File: src/rtl/integrador_multicanal_if.sv
// Request/result bundle for integrador_multicanal: start/clear request, packed samples
// and time step in; packed integrals, overflow flags and status out.
interface integrador_multicanal_if #(
    parameter int N_CH  = 2,
    parameter int A_W   = 16,
    parameter int DT_W  = 16,
    parameter int ACC_W = 32
);
    logic                    enable;
    logic                    clear;
    logic [N_CH*A_W-1:0]     a;
    logic [DT_W-1:0]         dt;
    logic [N_CH*ACC_W-1:0]   v;
    logic [N_CH-1:0]         ovf;
    logic                    busy;
    logic                    done;

    modport master (output enable, clear, a, dt, input v, ovf, busy, done);
    modport slave  (input enable, clear, a, dt, output v, ovf, busy, done);
endinterface

File: src/rtl/integrador_multicanal.sv
// N-channel integrator v[ch] += (a[ch]*dt) >>> SHIFT using one time-shared radix-2
// shift-add multiplier; optional saturation, per-channel overflow flags, clear and done pulse.
module integrador_multicanal #(
    parameter int N_CH  = 2,
    parameter int A_W   = 16,
    parameter int DT_W  = 16,
    parameter int ACC_W = 32,
    parameter int SHIFT = 0,
    parameter int SAT   = 1
) (
    input  logic                  clk,
    input  logic                  rst,
    integrador_multicanal_if.slave bus
);
    localparam int P_W   = A_W + DT_W;
    localparam int EXT_W = (P_W > ACC_W + 1) ? P_W : ACC_W + 1;
    localparam int BIT_W = (DT_W > 1) ? $clog2(DT_W) : 1;
    localparam int CH_W  = (N_CH > 1) ? $clog2(N_CH) : 1;
    localparam logic [BIT_W-1:0]       BIT_LAST = BIT_W'(DT_W - 1);
    localparam logic [CH_W-1:0]        CH_LAST  = CH_W'(N_CH - 1);
    localparam logic signed [ACC_W-1:0] ACC_MAX = {1'b0, {(ACC_W-1){1'b1}}};
    localparam logic signed [ACC_W-1:0] ACC_MIN = {1'b1, {(ACC_W-1){1'b0}}};

    typedef enum logic [1:0] {IDLE, MUL, ACC, DONE} state_t;

    state_t                   state_q;
    logic [CH_W-1:0]          ch_q;
    logic [BIT_W-1:0]         bit_q;
    logic [DT_W-1:0]          dt_q;
    logic signed [A_W-1:0]    a_q   [N_CH];
    logic signed [ACC_W-1:0]  acc_q [N_CH];
    logic signed [P_W-1:0]    prod_q, prod_d;
    logic [N_CH-1:0]          ovf_acc_q;
    logic [N_CH*ACC_W-1:0]    v_q, v_d;
    logic [N_CH-1:0]          ovf_q, ovf_d;
    logic                     busy_q, done_q;

    logic signed [EXT_W-1:0]  sum;
    logic signed [ACC_W-1:0]  acc_d;
    logic                     ovf_now;

    always_comb begin
        prod_d = prod_q;
        if (dt_q[bit_q]) begin
            prod_d = prod_q + (P_W'(a_q[ch_q]) <<< bit_q);
        end

        // Operands fit in ACC_W signed bits, so the sum fits in ACC_W+1 and bit ACC_W is its sign.
        sum     = EXT_W'(acc_q[ch_q]) + EXT_W'(prod_q >>> SHIFT);
        ovf_now = sum[ACC_W] ^ sum[ACC_W-1];
        acc_d   = sum[ACC_W-1:0];
        if (ovf_now && (SAT != 0)) begin
            acc_d = sum[ACC_W] ? ACC_MIN : ACC_MAX;
        end

        v_d   = '0;
        ovf_d = '0;
        for (int unsigned i = 0; i < N_CH; i++) begin
            v_d[i*ACC_W +: ACC_W] = (CH_W'(i) == ch_q) ? acc_d   : acc_q[i];
            ovf_d[i]              = (CH_W'(i) == ch_q) ? ovf_now : ovf_acc_q[i];
        end
    end

    always_ff @(posedge clk) begin
        if (rst) begin
            state_q   <= IDLE;
            ch_q      <= '0;
            bit_q     <= '0;
            dt_q      <= '0;
            prod_q    <= '0;
            ovf_acc_q <= '0;
            v_q       <= '0;
            ovf_q     <= '0;
            busy_q    <= 1'b0;
            done_q    <= 1'b0;
            for (int unsigned i = 0; i < N_CH; i++) begin
                a_q[i]   <= '0;
                acc_q[i] <= '0;
            end
        end else begin
            case (state_q)
                IDLE: begin
                    done_q <= 1'b0;
                    if (bus.clear) begin
                        v_q   <= '0;
                        ovf_q <= '0;
                        for (int unsigned i = 0; i < N_CH; i++) acc_q[i] <= '0;
                    end else if (bus.enable) begin
                        for (int unsigned i = 0; i < N_CH; i++) a_q[i] <= bus.a[i*A_W +: A_W];
                        dt_q    <= bus.dt;
                        ch_q    <= '0;
                        bit_q   <= '0;
                        prod_q  <= '0;
                        busy_q  <= 1'b1;
                        state_q <= MUL;
                    end
                end
                MUL: begin
                    prod_q <= prod_d;
                    if (bit_q == BIT_LAST) begin
                        bit_q   <= '0;
                        state_q <= ACC;
                    end else begin
                        bit_q <= bit_q + 1'b1;
                    end
                end
                ACC: begin
                    acc_q[ch_q]     <= acc_d;
                    ovf_acc_q[ch_q] <= ovf_now;
                    prod_q          <= '0;
                    if (ch_q == CH_LAST) begin
                        // All channels publish together from the post-ACC image.
                        v_q     <= v_d;
                        ovf_q   <= ovf_d;
                        done_q  <= 1'b1;
                        state_q <= DONE;
                    end else begin
                        ch_q    <= ch_q + 1'b1;
                        state_q <= MUL;
                    end
                end
                DONE: begin
                    done_q  <= 1'b0;
                    busy_q  <= 1'b0;
                    state_q <= IDLE;
                end
                default: state_q <= IDLE;
            endcase
        end
    end

    assign bus.v    = v_q;
    assign bus.ovf  = ovf_q;
    assign bus.busy = busy_q;
    assign bus.done = done_q;
endmodule

File: src/flat_wrapper.sv
// flat-port wrapper written by rule: the top's interface ports become plain ports
module integrador_multicanal_flat 
#(
    parameter int N_CH  = 2,
    parameter int A_W   = 16,
    parameter int DT_W  = 16,
    parameter int ACC_W = 32,
    parameter int SHIFT = 0,
    parameter int SAT   = 1
)
  (clk, rst, bus_enable, bus_clear, bus_a, bus_dt, bus_v, bus_ovf, bus_busy, bus_done);
  integrador_multicanal_if #(.N_CH(N_CH), .A_W(A_W), .DT_W(DT_W), .ACC_W(ACC_W)) bus_i ();
  input  logic clk;
  input  logic rst;
  input wire logic [$bits(bus_i.enable)-1:0] bus_enable;
  input wire logic [$bits(bus_i.clear)-1:0] bus_clear;
  input wire logic [$bits(bus_i.a)-1:0] bus_a;
  input wire logic [$bits(bus_i.dt)-1:0] bus_dt;
  output wire logic [$bits(bus_i.v)-1:0] bus_v;
  output wire logic [$bits(bus_i.ovf)-1:0] bus_ovf;
  output wire logic [$bits(bus_i.busy)-1:0] bus_busy;
  output wire logic [$bits(bus_i.done)-1:0] bus_done;
  assign bus_i.enable = bus_enable;
  assign bus_i.clear = bus_clear;
  assign bus_i.a = bus_a;
  assign bus_i.dt = bus_dt;
  assign bus_v = bus_i.v;
  assign bus_ovf = bus_i.ovf;
  assign bus_busy = bus_i.busy;
  assign bus_done = bus_i.done;
  integrador_multicanal #(.N_CH(N_CH), .A_W(A_W), .DT_W(DT_W), .ACC_W(ACC_W), .SHIFT(SHIFT), .SAT(SAT)) u_core (.clk(clk), .rst(rst), .bus(bus_i));
endmodule
File: config.mk
export PLATFORM = sky130hd
export DESIGN_NAME = integrador_multicanal_flat
export DESIGN_NICKNAME = d
export VERILOG_FILES = /design/src/rtl/integrador_multicanal_if.sv /design/src/rtl/integrador_multicanal.sv /design/src/flat_wrapper.sv
export SDC_FILE = /design/constraint.sdc
export NUM_CORES = 1
export LEC_CHECK = 0
export BUFFER_PORTS_ARGS = -buffer_cell sky130_fd_sc_hd__clkbuf_2
export CORE_MARGIN = 1.5
export CORE_UTILIZATION = 30
export CTS_BUF_LIST = sky130_fd_sc_hd__clkbuf_16
export CTS_CLUSTER_DIAMETER = 60
export DETAILED_ROUTE_END_ITERATION = 8
export GPL_ROUTABILITY_DRIVEN = 0
export GPL_TIMING_DRIVEN = 0
export PLACE_DENSITY = 0.49
export REMOVE_ABC_BUFFERS = 1
export SYNTH_ARGS = -nofsm -noshare
export SYNTH_HDL_FRONTEND = slang
export SYNTH_SLANG_ARGS = --single-unit
File: constraint.sdc
create_clock -name clk -period 5.9 [get_ports clk]
set_input_delay 0.295 -clock clk [delete_from_list [all_inputs] [get_ports clk]]
set_output_delay 0.295 -clock clk [all_outputs]
set_load 0.01 [all_outputs]
==> summary.md <==
| Metric | Value |
|---|---|
| DR DRC count | `0` |
| Max-cap viol count | `0` |
| Slew Limit Headroom | `a little under a fifth` |
| DP Wirelength | `roughly 27,000 microns` |
| Worst Path Buf+Inv | `1` |
| Synth area leaders | `edfxtp_1 (22%), dfxtp_1 (19%), ha_1 (6.6%)` |
| Post-CTS setup buffer count | `0` |
| CTS tree | `yes` |
| Final Hold Viols | `0` |
| GRT Total Usage | `around 16%` |
| Critical Path AT | `approximately 5.8 ns` |
| Final setup fails | `0` |
| Placed cell count | `roughly 1.9k` |
| Post-synthesis instance total | `between 1k and 1.5k` |
| Final Non-Filler Cells | `between 2k and 2.5k` |
| GR Overflow Total | `0` |
| DR WL/cell | `17.6 microns` |
| Critical path capture point type | `flip-flop` |
| Largest net degree at the start of global routing | `58` |
| Syn_area_per_cell | `roughly 9.6 sq um` |
| Slew @ Worst Pin | `approximately 1.2 ns` |
| Vias | `between 10k and 15k` |
| Root buffer cell | `clkbuf_16` |
| Syn. warnings | `0` |
| Via density per instance | `slightly above 5` |
| Synth cell types | `70` |
| IO Port Bufs | `between 100 and 150` |
| Max frequency | `184 MHz` |
| Final max-slew violation count | `0` |
| Crit-path cells | `buf_12, mux2_2, ha_1, a21oi_1, o21ai_0, nor4_1, o211ai_1, and2_1, o31ai_2, nand2_2, o21ai_0` |
| Final ANT Viol Nets | `0` |
| PnR worst setup slack | `between 0.4 and 0.5 ns` |
| Peak VDD IR | `around 0.25 mV` |
| Reg clk slew, reported paths | `approximately 0.060 ns` |
| R2R Path End | `u_core.acc_q[0][2]` |
| CORE AREA | `0.0421 sq mm` |
| DIE AREA | `0.0442 sq mm` |
| Critical Path Start Type | `flip-flop` |
| Drt total wl | `approximately 35,000 microns` |
| Synthesized area | `~0.013 sq mm` |
| FP Rows | `between 70 and 80` |
| Worst reg-to-reg path cell count | `11` |
| Initial Util | `~31%` |
| Hold_sp | `bus_a[11]` |
| First-pass GRT wire length | `around 56,000 microns` |
| Final min period | `between 5 and 6 ns` |
| CP max-delay cell | `o31ai_2` |
| Outcome | `finished, final reports clean` |
| Setup total negative slack | `0 ns` |
| Required @ worst endpoint | `6.25 ns` |
| Pwr Density | `345 mW/mm^2` |
| Drt pass-1 iters | `5` |
| Register bit total from synthesis | `approximately 220` |
| I/O Pins | `120` |
| H-tree lvl count | `1` |
| Most common cell on crit path | `o21ai_0` |
| Initial antenna violation count | `0` |
| Vias in the first global route | `~10k` |
| CP Class | `flip-flop to flip-flop` |
| Setup WS pre-CTS | `~0.34 ns` |
| CTS sink count | `221` |
| Yosys top cell area share | `roughly 22%` |
| Hold EP | `u_core.a_q[0][11]` |
| Crit path max fanout | `32` |
| Unrepaired setup endpoints after global routing | `no` |
| Chip Width | `roughly 210 microns` |
| Worst-Skew Late Latency | `between 0.5 and 0.6 ns` |
| Max incr delay on CP | `0.96 ns` |
| Hold depth | `2` |
| Nets | `around 1.6k` |
| Final Total Pwr | `about 5200 uW` |
| Clock buffer depth | `3` |
| Clock Skew | `between 0.02 and 0.025 ns` |
| Critical path's top delay family | `compound AO/OA/AOI/OAI gates` |
| Ant. Diodes | `0` |
| Worst Hold Slack | `0.0251 ns` |
| Share of cells above drive strength 1 | `about 17%` |
| Die Y | `210 microns` |
| Worst R2R Setup Slack | `between 0.4 and 0.5 ns` |
| Area delta synth->final | `17.9%` |
| Number of CTS-inserted buffers | `29` |
| Min-Delay Path Class | `primary input to flip-flop` |
| Post-synth EDFFs | `96` |
| FFs w/ async S/R, synth | `0%` |
| Dominant cell type by area after synthesis | `edfxtp_1` |
| Static Leak | `0.00629 uW` |
| 1st-iter DRT viols | `~610` |
| Fin crit share | `between 90% and 100%` |
| Synth Flop Type | `dfxtp_1` |
| Sequential-to-total area share from yosys stat | `41.8%` |
## layer usage
layer  vias up  global-route usage (%)  wire length [microns]
li1       5220                       -                      -
met1      4927                    22.2                  17300
met2       214                    25.5                  15600
met3        50                    2.38                   1560
met4         0                    4.47                    812
met5         -                       0                      0
## cell usage in the layout (no fill, tap or decap), types with 36 or more instances in the layout
cell type	synthesis	routed
a22oi_1	38	38
o21ai_0	89	89
mux2_2	44	44
edfxtp_1	96	96
and2_1	41	40
a21oi_1	114	113
dfxtp_1	125	123
nand2_1	84	80
ha_1	68	68
nand3_1	36	36
nor2_1	132	131
clkbuf_2	1	118
## synth_stat cells, types with 25 or more instances
cell / n
inv_1: 26
edfxtp_1: 96
o21ai_0: 89
xnor2_1: 34
a21oi_1: 114
ha_1: 68
mux2i_1: 32
nor2_1: 132
mux2_2: 44
nand3_1: 36
nand2_1: 84
clkbuf_1: 62
dfxtp_1: 125
a21o_1: 25
a22oi_1: 38
and2_1: 41
a22o_1: 31
## final cells by class
type / count / area (sq um)
Fill cell: 4306 / 26900
Multi-Input combinational cell: 1013 / 7080
Sequential cell: 221 / 5390
Timing Repair Buffer: 154 / 1020
Clock buffer: 31 / 776
Tap cell: 539 / 674
Clock inverter: 22 / 144
Inverter: 27 / 101
## worst max-delay path by stage
stage / start / to / cells past startpoint
3_3_place_gp: flip-flop / u_core.bus.v[32] / 10
6_report: flip-flop / u_core.acc_q[0][2] / 11
4_1_cts: flip-flop / u_core.bus.v[32] / 11
3_5_place_dp: flip-flop / u_core.bus.v[33] / 11
2_1_floorplan: flip-flop / u_core.prod_q[28] / 17
5_1_grt: flip-flop / u_core.acc_q[0][2] / 11
## stage by stage
step | instance area, sq um | util (%)
6_report | 15200 | 36.0
5_1_grt | 15200 | 36.0
4_1_cts | 15200 | 36.0
3_5_place_dp | 14000 | 33.2
3_3_place_gp | 13800 | 32.8
2_1_floorplan | 12500 | -
## logic make-up after synthesis
kind of cell / share of synthesized area [%]
XOR/XNOR: 3.80
buffers and inverters: 3.44
multiplexers: 8.79
AO/OA/AOI/OAI: 20.9
flip-flops: 41.8
adder cells (fa/ha/maj): 6.92
AND/OR/NAND/NOR: 14.3
## registers in the layout, summed over array words and instances (netlist names), 2 cells and up, named ones only
signal / count
u_core.acc_q: 64
u_core.bus.v: 64
u_core.a_q: 32
u_core.prod_q: 32
u_core.dt_q: 16
u_core.bit_q: 4
u_core.bus.ovf: 2
u_core.state_q: 2
## timing repair
item                       CTS  global route
hold endpoints to repair    28             0
gates resized for setup      0             3
setup endpoints to repair    0            35
hold buffers                28             0
## worst reg2reg max path, delay by kind of cell, from the launching register on
kind / cells / cell delay, ns
AO/OA/AOI/OAI: 5 / 1.88
adder cells (fa/ha/maj): 1 / 0.34
buffers and inverters: 1 / 0.28
flip-flops: 1 / 0.70
multiplexers: 1 / 0.43
AND/OR/NAND/NOR: 3 / 1.62
## power by group
group | internal [uW] | total (uW) | switching [uW]
registers | 1800 | 1930 | 132
clock network | 960 | 1660 | 698
logic | 590 | 1650 | 1060
Note: power is estimated with default switching activity, not from simulation.
